<file path="src/rtl/mem_pkg.sv">
// mem_pkg
// Shared definitions for the data-memory access unit: operation codes,
// FSM state encoding and small decode helpers used by the top level and
// the lane alignment sub-module.
package mem_pkg;

   // Operation codes presented on req_op
   typedef enum logic [2:0] {
      OP_LW  = 3'd0,
      OP_LH  = 3'd1,
      OP_LHU = 3'd2,
      OP_LB  = 3'd3,
      OP_LBU = 3'd4,
      OP_SW  = 3'd5,
      OP_SH  = 3'd6,
      OP_SB  = 3'd7
   } op_e;

   // Controller states
   typedef enum logic [1:0] {
      ST_IDLE,
      ST_READ,
      ST_WRITE,
      ST_RESP
   } state_e;

   // Stores occupy the top three codes
   function automatic logic is_store(input logic [2:0] op);
      return (op >= 3'd5);
   endfunction

   // Word ops need 4-byte alignment, half ops need 2-byte alignment
   function automatic logic is_misaligned(input logic [2:0] op, input logic [1:0] off);
      logic mis;
      mis = 1'b0;
      if ((op == OP_LW) || (op == OP_SW))
         mis = (off != 2'b00);
      else if ((op == OP_LH) || (op == OP_LHU) || (op == OP_SH))
         mis = off[0];
      return mis;
   endfunction

endpackage

</file>
<file path="src/rtl/mem_lane_align.sv">
// mem_lane_align
// Combinational byte-lane steering between a 32-bit memory word and the
// CPU side. Extracts and sign/zero-extends load data, and merges sub-word
// store data into the old word for read-modify-write.
// Ports:
//   op          operation code (mem_pkg op_e values)
//   byte_off    byte address bits [1:0]
//   old_word    word currently held in memory
//   store_data  low half of the store data (SB uses [7:0], SH uses [15:0])
//   load_data   extracted, extended load result
//   merged_word old_word with the addressed byte/half replaced
module mem_lane_align
   import mem_pkg::*;
(
   input  logic [2:0]  op,
   input  logic [1:0]  byte_off,
   input  logic [31:0] old_word,
   input  logic [15:0] store_data,
   output logic [31:0] load_data,
   output logic [31:0] merged_word
);

   logic [7:0]  sel_byte;
   logic [15:0] sel_half;

   // Pick the addressed lane; little-endian, byte k lives at bits [8k+7:8k]
   always_comb begin
      sel_byte = 8'd0;
      case (byte_off)
         2'd0:    sel_byte = old_word[7:0];
         2'd1:    sel_byte = old_word[15:8];
         2'd2:    sel_byte = old_word[23:16];
         default: sel_byte = old_word[31:24];
      endcase
      sel_half = byte_off[1] ? old_word[31:16] : old_word[15:0];
   end

   // Load extension by op
   always_comb begin
      load_data = old_word;
      case (op)
         OP_LB:   load_data = {{24{sel_byte[7]}}, sel_byte};
         OP_LBU:  load_data = {24'd0, sel_byte};
         OP_LH:   load_data = {{16{sel_half[15]}}, sel_half};
         OP_LHU:  load_data = {16'd0, sel_half};
         default: load_data = old_word;
      endcase
   end

   // Store merge: only the addressed lane changes, the rest of the word is kept
   always_comb begin
      merged_word = old_word;
      if (op == OP_SB) begin
         case (byte_off)
            2'd0:    merged_word[7:0]   = store_data[7:0];
            2'd1:    merged_word[15:8]  = store_data[7:0];
            2'd2:    merged_word[23:16] = store_data[7:0];
            default: merged_word[31:24] = store_data[7:0];
         endcase
      end else if (op == OP_SH) begin
         if (byte_off[1])
            merged_word[31:16] = store_data;
         else
            merged_word[15:0]  = store_data;
      end
   end

endmodule

</file>
<file path="src/rtl/mem_access_unit.sv">
// mem_access_unit
// Initiator-side controller for the word-addressed data memory. Accepts
// load/store requests over valid/ready, checks alignment and range, drives
// the memory strobes and returns extended load data. SB/SH are performed
// as read-modify-write because the memory only stores whole words.
// Ports:
//   clock, reset_n            clock and asynchronous active-low reset
//   req_valid/req_ready       request handshake
//   req_op/req_addr/req_wdata request fields (byte address)
//   resp_valid                one-cycle response pulse
//   resp_rdata/resp_error     response payload, zero outside RESP
//   mem_addr/mem_wdata        word index and write data to the memory
//   mem_read/mem_write        memory strobes, decoded from state only
//   mem_rdata                 combinational read data from the memory
module mem_access_unit
   import mem_pkg::*;
#(
   parameter int MEM_SIZE = 10
) (
   input  logic        clock,
   input  logic        reset_n,
   input  logic        req_valid,
   output logic        req_ready,
   input  logic [2:0]  req_op,
   input  logic [31:0] req_addr,
   input  logic [31:0] req_wdata,
   output logic        resp_valid,
   output logic [31:0] resp_rdata,
   output logic        resp_error,
   output logic [31:0] mem_addr,
   output logic [31:0] mem_wdata,
   output logic        mem_read,
   output logic        mem_write,
   input  logic [31:0] mem_rdata
);

   state_e      state;
   logic [2:0]  op_q;
   logic [1:0]  off_q;
   logic [15:0] wdata_q;

   logic        accept;
   logic        req_bad;
   logic [31:0] load_data;
   logic [31:0] merged_word;

   // Handshake and strobes come straight from the state register so they
   // can never glitch or overlap
   assign req_ready  = (state == ST_IDLE);
   assign mem_read   = (state == ST_READ);
   assign mem_write  = (state == ST_WRITE);
   assign resp_valid = (state == ST_RESP);

   assign accept = req_valid && req_ready;

   // Any word index bit above MEM_SIZE means the access is past the end
   assign req_bad = is_misaligned(req_op, req_addr[1:0]) ||
                    ((req_addr[31:2] >> MEM_SIZE) != 30'd0);

   mem_lane_align u_lane (
      .op          (op_q),
      .byte_off    (off_q),
      .old_word    (mem_rdata),
      .store_data  (wdata_q),
      .load_data   (load_data),
      .merged_word (merged_word)
   );

   // Controller FSM. Request fields are captured on acceptance so the
   // requester may change them immediately afterwards. Load data is
   // extended and registered at the end of the READ cycle; for SB/SH the
   // merged word is registered into mem_wdata for the following WRITE.
   always_ff @(posedge clock or negedge reset_n) begin
      if (!reset_n) begin
         state      <= ST_IDLE;
         op_q       <= 3'd0;
         off_q      <= 2'd0;
         wdata_q    <= 16'd0;
         mem_addr   <= 32'd0;
         mem_wdata  <= 32'd0;
         resp_rdata <= 32'd0;
         resp_error <= 1'b0;
      end else begin
         case (state)
            ST_IDLE: begin
               if (accept) begin
                  op_q       <= req_op;
                  off_q      <= req_addr[1:0];
                  wdata_q    <= req_wdata[15:0];
                  mem_addr   <= {2'b00, req_addr[31:2]};
                  resp_rdata <= 32'd0;
                  if (req_bad) begin
                     resp_error <= 1'b1;
                     state      <= ST_RESP;
                  end else if (req_op == OP_SW) begin
                     mem_wdata <= req_wdata;
                     state     <= ST_WRITE;
                  end else begin
                     state <= ST_READ;
                  end
               end
            end
            ST_READ: begin
               if (is_store(op_q)) begin
                  mem_wdata <= merged_word;
                  state     <= ST_WRITE;
               end else begin
                  resp_rdata <= load_data;
                  state      <= ST_RESP;
               end
            end
            ST_WRITE: begin
               state <= ST_RESP;
            end
            ST_RESP: begin
               resp_rdata <= 32'd0;
               resp_error <= 1'b0;
               state      <= ST_IDLE;
            end
            default: begin
               state <= ST_IDLE;
            end
         endcase
      end
   end

endmodule
</file>
<file path="config.mk">
export PLATFORM = sky130hd
export DESIGN_NAME = mem_access_unit
export DESIGN_NICKNAME = d
export VERILOG_FILES = /design/src/rtl/mem_pkg.sv /design/src/rtl/mem_lane_align.sv /design/src/rtl/mem_access_unit.sv
export SDC_FILE = /design/constraint.sdc
export NUM_CORES = 1
export LEC_CHECK = 0
export ABC_AREA = 1
export CORE_MARGIN = 2
export CORE_UTILIZATION = 35
export CTS_CLUSTER_SIZE = 28
export DETAILED_ROUTE_END_ITERATION = 8
export PLACE_DENSITY = 0.67
export REMOVE_ABC_BUFFERS = 1
export SLEW_MARGIN = 20
export SYNTH_ARGS = -nofsm -noshare
export SYNTH_HDL_FRONTEND = slang
export SYNTH_SLANG_ARGS = --single-unit
</file>
<file path="constraint.sdc">
create_clock -name clock -period 2.3 [get_ports clock]
set_input_delay 0.46 -clock clock [delete_from_list [all_inputs] [get_ports clock]]
set_output_delay 0.46 -clock clock [all_outputs]
set_load 0.01 [all_outputs]
</file>
==> impl_summary.txt, run 1 <==
----------------------------------------------------
[Run status]
  Result of the run ... complete, no violations

[Clock network]
  Clock root cell ... sky130_fd_sc_hd__clkbuf_16
  CTS tree ... yes
  Source-to-sink clock delay at the later pin of the worst-skew pair ... 0.42 ns
  Number of buffers added by the clock tree synthesis step ... 17
  Clock transition at the registers of the reported paths ... 0.05 ns
  Total number of H-tree levels ... 4
  Number of buffers on the longest clock path ... 2
  Sinks on Clock Net ... 118

[STA]
  Post-layout minimum cycle time ... 2.24 ns
  Final setup violation count ... 0
  Slew Viols, Final ... 0
  Headroom to the max-slew limit ... 55.0%
  RSZ-0062 raised after global routing ... false
  Layout Skew ... 0.00962 ns
  Final sum of negative setup slack ... 0 ns
  Slew at the pin closest to its max-slew limit ... 0.673 ns
  Part of the cycle the worst path needs ... 97.5%
  FMAX ... 446 MHz
  Total count of hold-check failures in the final report ... 0

[Floorplan]
  Overall die width ... 146 microns
  Initial core utilization ... 36.0%
  Overall die height ... 146 microns
  Full die area ... 21,300 sq um
  Num rows ... 51
  Core Box Area ... 19,600 sq um
  Total I/O pin count ... 203

[Yosys]
  Dominant cell type by area after synthesis ... sky130_fd_sc_hd__dfrtp_1
  Post-synthesis cell area ... 7040 sq um
  Fraction of registers with async set or reset after synthesis ... 100%
  Commonest cells in the synthesized netlist ... 445 x sky130_fd_sc_hd__nand2_1, 118 x sky130_fd_sc_hd__dfrtp_1, 117 x sky130_fd_sc_hd__nand3_1
  Number of flops mapped to enable cells by yosys ... 0
  Gate Count Post-Synth ... 1,057
  Library cell with the highest instance count after synthesis ... sky130_fd_sc_hd__nand2_1
  Yosys warns ... 0
  Flop and latch count out of synthesis ... 118
  Cells taking the most area after synthesis ... sky130_fd_sc_hd__dfrtp_1 42%, sky130_fd_sc_hd__nand2_1 24%, sky130_fd_sc_hd__nand3_1 8.3%
  Primary FF master, synth ... sky130_fd_sc_hd__dfrtp_1
  Yosys top cell area share ... 41.9%
  Synth cell types ... 32
  Synthesized area per cell ... 6.66 sq um
  Sequential cell area fraction in the yosys report ... 41.9%

[Worst setup path]
  CP max stage delay ... 0.54 ns
  Largest driver fanout on the critical path ... 6
  FF-to-FF setup slack ... 0.27 ns
  Worst path cell trace ... inv_2 -> ha_4 -> buf_4 -> clkdlybuf4s50_1
  Reg2reg path depth ... 10
  Critical Path Slowest Stage Cell ... sky130_fd_sc_hd__clkdlybuf4s50_1
  Crit path DAT ... 1.78 ns
  Endpoint of the lowest-slack register-to-register path ... resp_rdata[13]
  Capture point of the critical path ... mem_read
  Startpoint Class ... register
  Setup crit end kind ... primary output
  Data required time of the critical path ... 1.84 ns
  Reg-to-reg critical path startpoint ... state[0]
  Critical setup path kind ... reg -> out
  Setup crit start ... state[1]

[Routing]
  Average wire per standard cell ... 15.8 microns
  Via-per-instance ratio ... 4.92
  Number of search-and-repair iterations in the first detailed-routing pass ... 5
  DRC violation count after routing ... 0
  Iteration-0 DRC count of the detailed router ... 663
  Sum of routed wire length over all layers ... 24,200 microns
  Via count ... 7,538
  Number of nets with antenna violations after routing ... 0

[Placement]
  Number of buffers added on ports ... 200
  Placed wire-length estimate after detailed placement ... 17,700 microns
  Final GP Congestion ... 0.920

[Power and ir drop]
  Worst supply voltage drop on vdd ... 0.647 mV
  Power density over cell area ... 1360 nW/um^2
  Overall Power ... 0.0137 W
  Leakage Power ... 5.09 nW

[Global routing]
  Remaining global-route overflow ... 0
  Antenna violations before repair ... 3
  Via count of the first global-routing pass ... 7,183
  Largest net degree at the start of global routing ... 44
  First-pass GRT wire length ... 38,900 microns
  GRT Resource Usage Total ... 22.8%

[Job]
  Max-Cap Viols ... 0

[Cells and area]
  Area overhead of the layout relative to synthesis ... 42.7%
  Fraction of final layout cells with drive strength greater than 1 ... 7.11%
  Nets ... 1,360

[Min path]
  Hold crit path type ... in -> async

----------------------------------------------------
metal layers:
layer | track usage [%] | vias up | routed length [microns]
met5 | 0 | - | 13
met2 | 35.0 | 304 | 11000
met1 | 31.0 | 3448 | 10800
met4 | 8.43 | 2 | 592
li1 | - | 3745 | -
met3 | 5.71 | 39 | 1850
cell families (layout without fill, tap and decap cells):
group | count (synthesis) | in the layout | synth area share (%)
compound gates | 157 | 157 | 11.9
fa+ha+maj | 4 | 4 | 0.711
buf+inv | 147 | 354 | 8.67
flops | 118 | 118 | 41.9
other cells | 1 | 4 | 0.0532
simple gates | 630 | 630 | 36.7
cell usage in the layout, fill, tap and decap left out, drive strengths merged:
cell	count
buf	36
nand4	1
nor2	59
clkinv	5
dlygate4sd3	1
ha	4
dlymetal6s2s	1
o2111a	1
bufinv	3
o21ai	70
o211ai	8
clkbuf	21
or2	2
clkinvlp	2
diode	2
inv	87
a21oi	75
dfrtp	118
o31ai	1
a22oi	2
nand3	119
conb	2
clkdlybuf4s50	198
nand2	449
repair_timing:
action / 4_1_cts / 5_1_grt
cloned: 0 / 0
resized for setup: 2 / 2
buffers inserted: 0 / 0
setup endpoints to repair: 7 / 2
endpoints found under the hold margin: 15 / 0
hold buffers: 1 / 0
sequential cells by signal (all words and copies together) (netlist names):
name        flops
state           2
off_q           2
mem_addr       30
resp_error      1
resp_rdata     32
wdata_q        16
op_q            3
mem_wdata      32
how the worst min path moves through the flow:
stage	endpoint	slack, ns	cells past startpoint
final	resp_rdata[4]	0.47	2
after global routing	mem_addr[12]	0.49	2
after CTS	mem_wdata[3]	0.47	2
after detailed placement	resp_rdata[20]	0.37	1
after global placement	resp_rdata[20]	0.37	1
after floorplan	mem_addr[0]	0.16	0
worst max-delay path, delay by kind of cell, from the launching register on:
family                   cells  cell delay [ns]
flip-flops                   1             0.41
adder cells (fa/ha/maj)      1             0.16
buffers and inverters        3             0.80
report_power, final:
| part | internal, W | switching, W |
|---|---|---|
| registers | 0.00297 | 0.000475 |
| logic | 0.00313 | 0.00445 |
| clock network | 0.00171 | 0.000941 |
| total | 0.00782 | 0.00587 |
cell type report:
class	count	area, sq um
Clock buffer	21	450
Timing Repair Buffer	236	2350
Multi-Input combinational cell	793	3500
Antenna cell	2	5.00
Clock inverter	9	129
Sequential cell	118	2950
Tap cell	265	332
Inverter	88	333
Fill cell	1944	9540
metrics by stage:
| step | cell area, sq um | cells | hold slack [ns] | utilization, % | worst slack (ns) |
|---|---|---|---|---|---|
| floorplan | 6770 | 999 | 0.164 | - | -0.790 |
| global placement | 9440 | 1499 | 0.368 | 48.2 | -0.214 |
| detailed placement | 9440 | 1499 | 0.367 | 48.2 | -0.263 |
| CTS | 10000 | 1530 | 0.471 | 51.3 | -0.00281 |
| global route | 10100 | 1532 | 0.494 | 51.3 | 0.00798 |
| finish | 10100 | 1532 | 0.466 | 51.3 | 0.0584 |
Power figures use the tool's default switching activity.
==> inputs of run 2 (changes only) <==
- CORE_MARGIN: 2 -> 10
==> run 2 against run 1 <==
  * Combinational power is essentially flat
  * Fmax grew 3.4%
  * Sequential cell count is the same
  * Via count shrank 0.29%
  * Clock skew shrank 0.0011 ns
  * Global-route usage shrank 3.1 points
  * Final cell count is essentially flat
  * Cell area grew 0.55%
  * Critical path type unchanged
  * Largest cell class unchanged
  * Highest routed layer is now met4
==> impl_summary.txt, run 2 (synthesized netlist as in run 1, its figures left out) <==
----------------------------------------------------
[Run status]
  Result of the run ... complete, no violations

[Power and ir drop]
  Power density over cell area ... 1380 nW/um^2
  Share of total power in the clock network ... 21.1%
  Leakage Power ... 5.11 nW
  Worst supply voltage drop on vdd ... 0.683 mV
  Net Sw Frac ... 43.3%
  Cell internal pwr ... 0.00792 W
  Switching component of the power ... 0.00605 W
  Comb power frac ... 54.4%
  Part of the total power dissipated in sequential elements ... 24.5%

[Worst setup path]
  Reg2reg path depth ... 10
  Worst path cell trace ... inv_1 -> ha_1 -> clkdlybuf4s50_1
  Critical Path Slowest Stage Cell ... sky130_fd_sc_hd__clkdlybuf4s50_1
  Capture point of the critical path ... mem_write
  Data required time of the critical path ... 1.84 ns
  FF-to-FF setup slack ... 0.25 ns
  Largest driver fanout on the critical path ... 3
  Crit path DAT ... 1.71 ns
  Setup crit start ... state[0]
  CP max stage delay ... 0.56 ns
  Setup crit end kind ... primary output
  Reg-to-reg critical path startpoint ... state[0]
  Startpoint Class ... register
  Endpoint of the lowest-slack register-to-register path ... resp_rdata[13]
  Critical setup path kind ... reg -> out

[STA]
  Slew at the pin closest to its max-slew limit ... 0.702 ns
  Post-layout minimum cycle time ... 2.17 ns
  Final setup violation count ... 0
  Slew Viols, Final ... 0
  Final sum of negative setup slack ... 0 ns
  Headroom to the max-slew limit ... 53.1%
  FMAX ... 461 MHz
  Part of the cycle the worst path needs ... 94.3%
  Layout Skew ... 0.00854 ns
  Total count of hold-check failures in the final report ... 0
  RSZ-0062 raised after global routing ... false

[Floorplan]
  Total I/O pin count ... 203
  Num rows ... 51
  Initial core utilization ... 35.8%
  Overall die height ... 162 microns
  Full die area ... 26,200 sq um
  Overall die width ... 162 microns
  Core Box Area ... 19,700 sq um

[Clock network]
  Source-to-sink clock delay at the later pin of the worst-skew pair ... 0.43 ns
  Sinks on Clock Net ... 118
  Total number of H-tree levels ... 4
  Number of buffers on the longest clock path ... 2
  Number of buffers added by the clock tree synthesis step ... 17
  CTS tree ... yes
  Clock transition at the registers of the reported paths ... 0.06 ns
  Clock root cell ... sky130_fd_sc_hd__clkbuf_16

[Global routing]
  First-pass GRT wire length ... 41,400 microns
  Via count of the first global-routing pass ... 7,283
  Largest net degree at the start of global routing ... 44
  GRT Resource Usage Total ... 19.6%
  Remaining global-route overflow ... 0
  Antenna violations before repair ... 1

[Cells and area]
  Area overhead of the layout relative to synthesis ... 43.5%
  Total of fill cells in the finished design ... 1,989
  Nets ... 1,360
  Finished Layout Cells ... 1,533
  Fraction of final layout cells with drive strength greater than 1 ... 7.42%
  Most used cells in the layout excluding fill and tap cells ... 445 x sky130_fd_sc_hd__nand2_1, 197 x sky130_fd_sc_hd__clkdlybuf4s50_1, 118 x sky130_fd_sc_hd__dfrtp_1, 117 x sky130_fd_sc_hd__nand3_1, 81 x sky130_fd_sc_hd__inv_1
  Registers with the highest flip-flop counts ... mem_wdata x32, resp_rdata x32, mem_addr x30
  Most common cell after layout, fill and taps aside ... sky130_fd_sc_hd__nand2_1

[Routing]
  Number of search-and-repair iterations in the first detailed-routing pass ... 6
  DRC violation count after routing ... 0
  Number of nets with antenna violations after routing ... 0
  Via-per-instance ratio ... 4.90
  Iteration-0 DRC count of the detailed router ... 707
  Sum of routed wire length over all layers ... 25,700 microns
  Via count ... 7,516
  Average wire per standard cell ... 16.8 microns

[Placement]
  Number of placed instances with taps included ... 1,498
  Final GP Congestion ... 0.909
  Placed wire-length estimate after detailed placement ... 19,500 microns
  Number of buffers added on ports ... 200

[Job]
  Max-Cap Viols ... 0

[Min path]
  Hold crit path type ... in -> async

----------------------------------------------------
[run 2: per-layer routing]
layer	share of wire, %	track usage (%)
met1	43	25.2
met2	46	30.7
met3	8.7	6.24
met4	1.8	6.12
met5	0	0
[run 2: area by class of cell]
class	count	area, sq um	share of cell area, %
clock inverters	15	216	2.14
flip-flops and latches	118	2950	29.2
clock buffers	17	425	4.21
inverters	88	333	3.29
well taps	265	332	3.28
multi-input cells	793	3500	34.6
repair buffers	236	2340	23.2
diodes	1	2.50	0.0248
[run 2: how the worst min path moves through the flow]
stage	cells after the start	endpoint	slack, ns	start
4_1_cts	2	mem_wdata[5]	0.47	reset_n
6_report	2	mem_wdata[17]	0.46	reset_n
2_1_floorplan	0	mem_addr[0]	0.16	reset_n
3_5_place_dp	1	resp_rdata[20]	0.37	reset_n
3_3_place_gp	1	mem_wdata[21]	0.37	reset_n
5_1_grt	2	resp_rdata[16]	0.49	reset_n
[run 2: what timing repair did]
item	4_1_cts	5_1_grt
hold buffers	1	0
resized for setup	3	0
setup endpoints to repair	2	0
buffers inserted	1	0
hold endpoints to repair	17	0
[run 2: through the flow]
stage / area, sq um / worst slack (ns) / utilization (%) / hold WS, ns / power (W)
6_report: 10100 / 0.132 / 51.4 / 0.464 / 0.0140
5_1_grt: 10100 / 0.0438 / 51.4 / 0.491 / 0.0151
4_1_cts: 10100 / 0.118 / 51.4 / 0.469 / 0.0141
3_5_place_dp: 9440 / 0.0830 / 48.0 / 0.372 / 0.0110
3_3_place_gp: 9430 / -0.273 / 48.0 / 0.374 / 0.0109
2_1_floorplan: 6770 / -0.790 / - / 0.164 / 0.00754
[run 2: power by group through the flow]
stage	registers, W	logic (W)	clock network, W
6_report	0.00342	0.00760	0.00295
3_5_place_dp	0.00344	0.00757	0
5_1_grt	0.00352	0.00853	0.00309
2_1_floorplan	0.00378	0.00377	0
3_3_place_gp	0.00343	0.00751	0
4_1_cts	0.00342	0.00764	0.00300
[run 2: worst max-delay path, delay by kind of cell, from the launching register on]
kind / cells / cell delay [ns]
fa+ha+maj: 1 / 0.19
buf+inv: 2 / 0.68
flops: 1 / 0.42
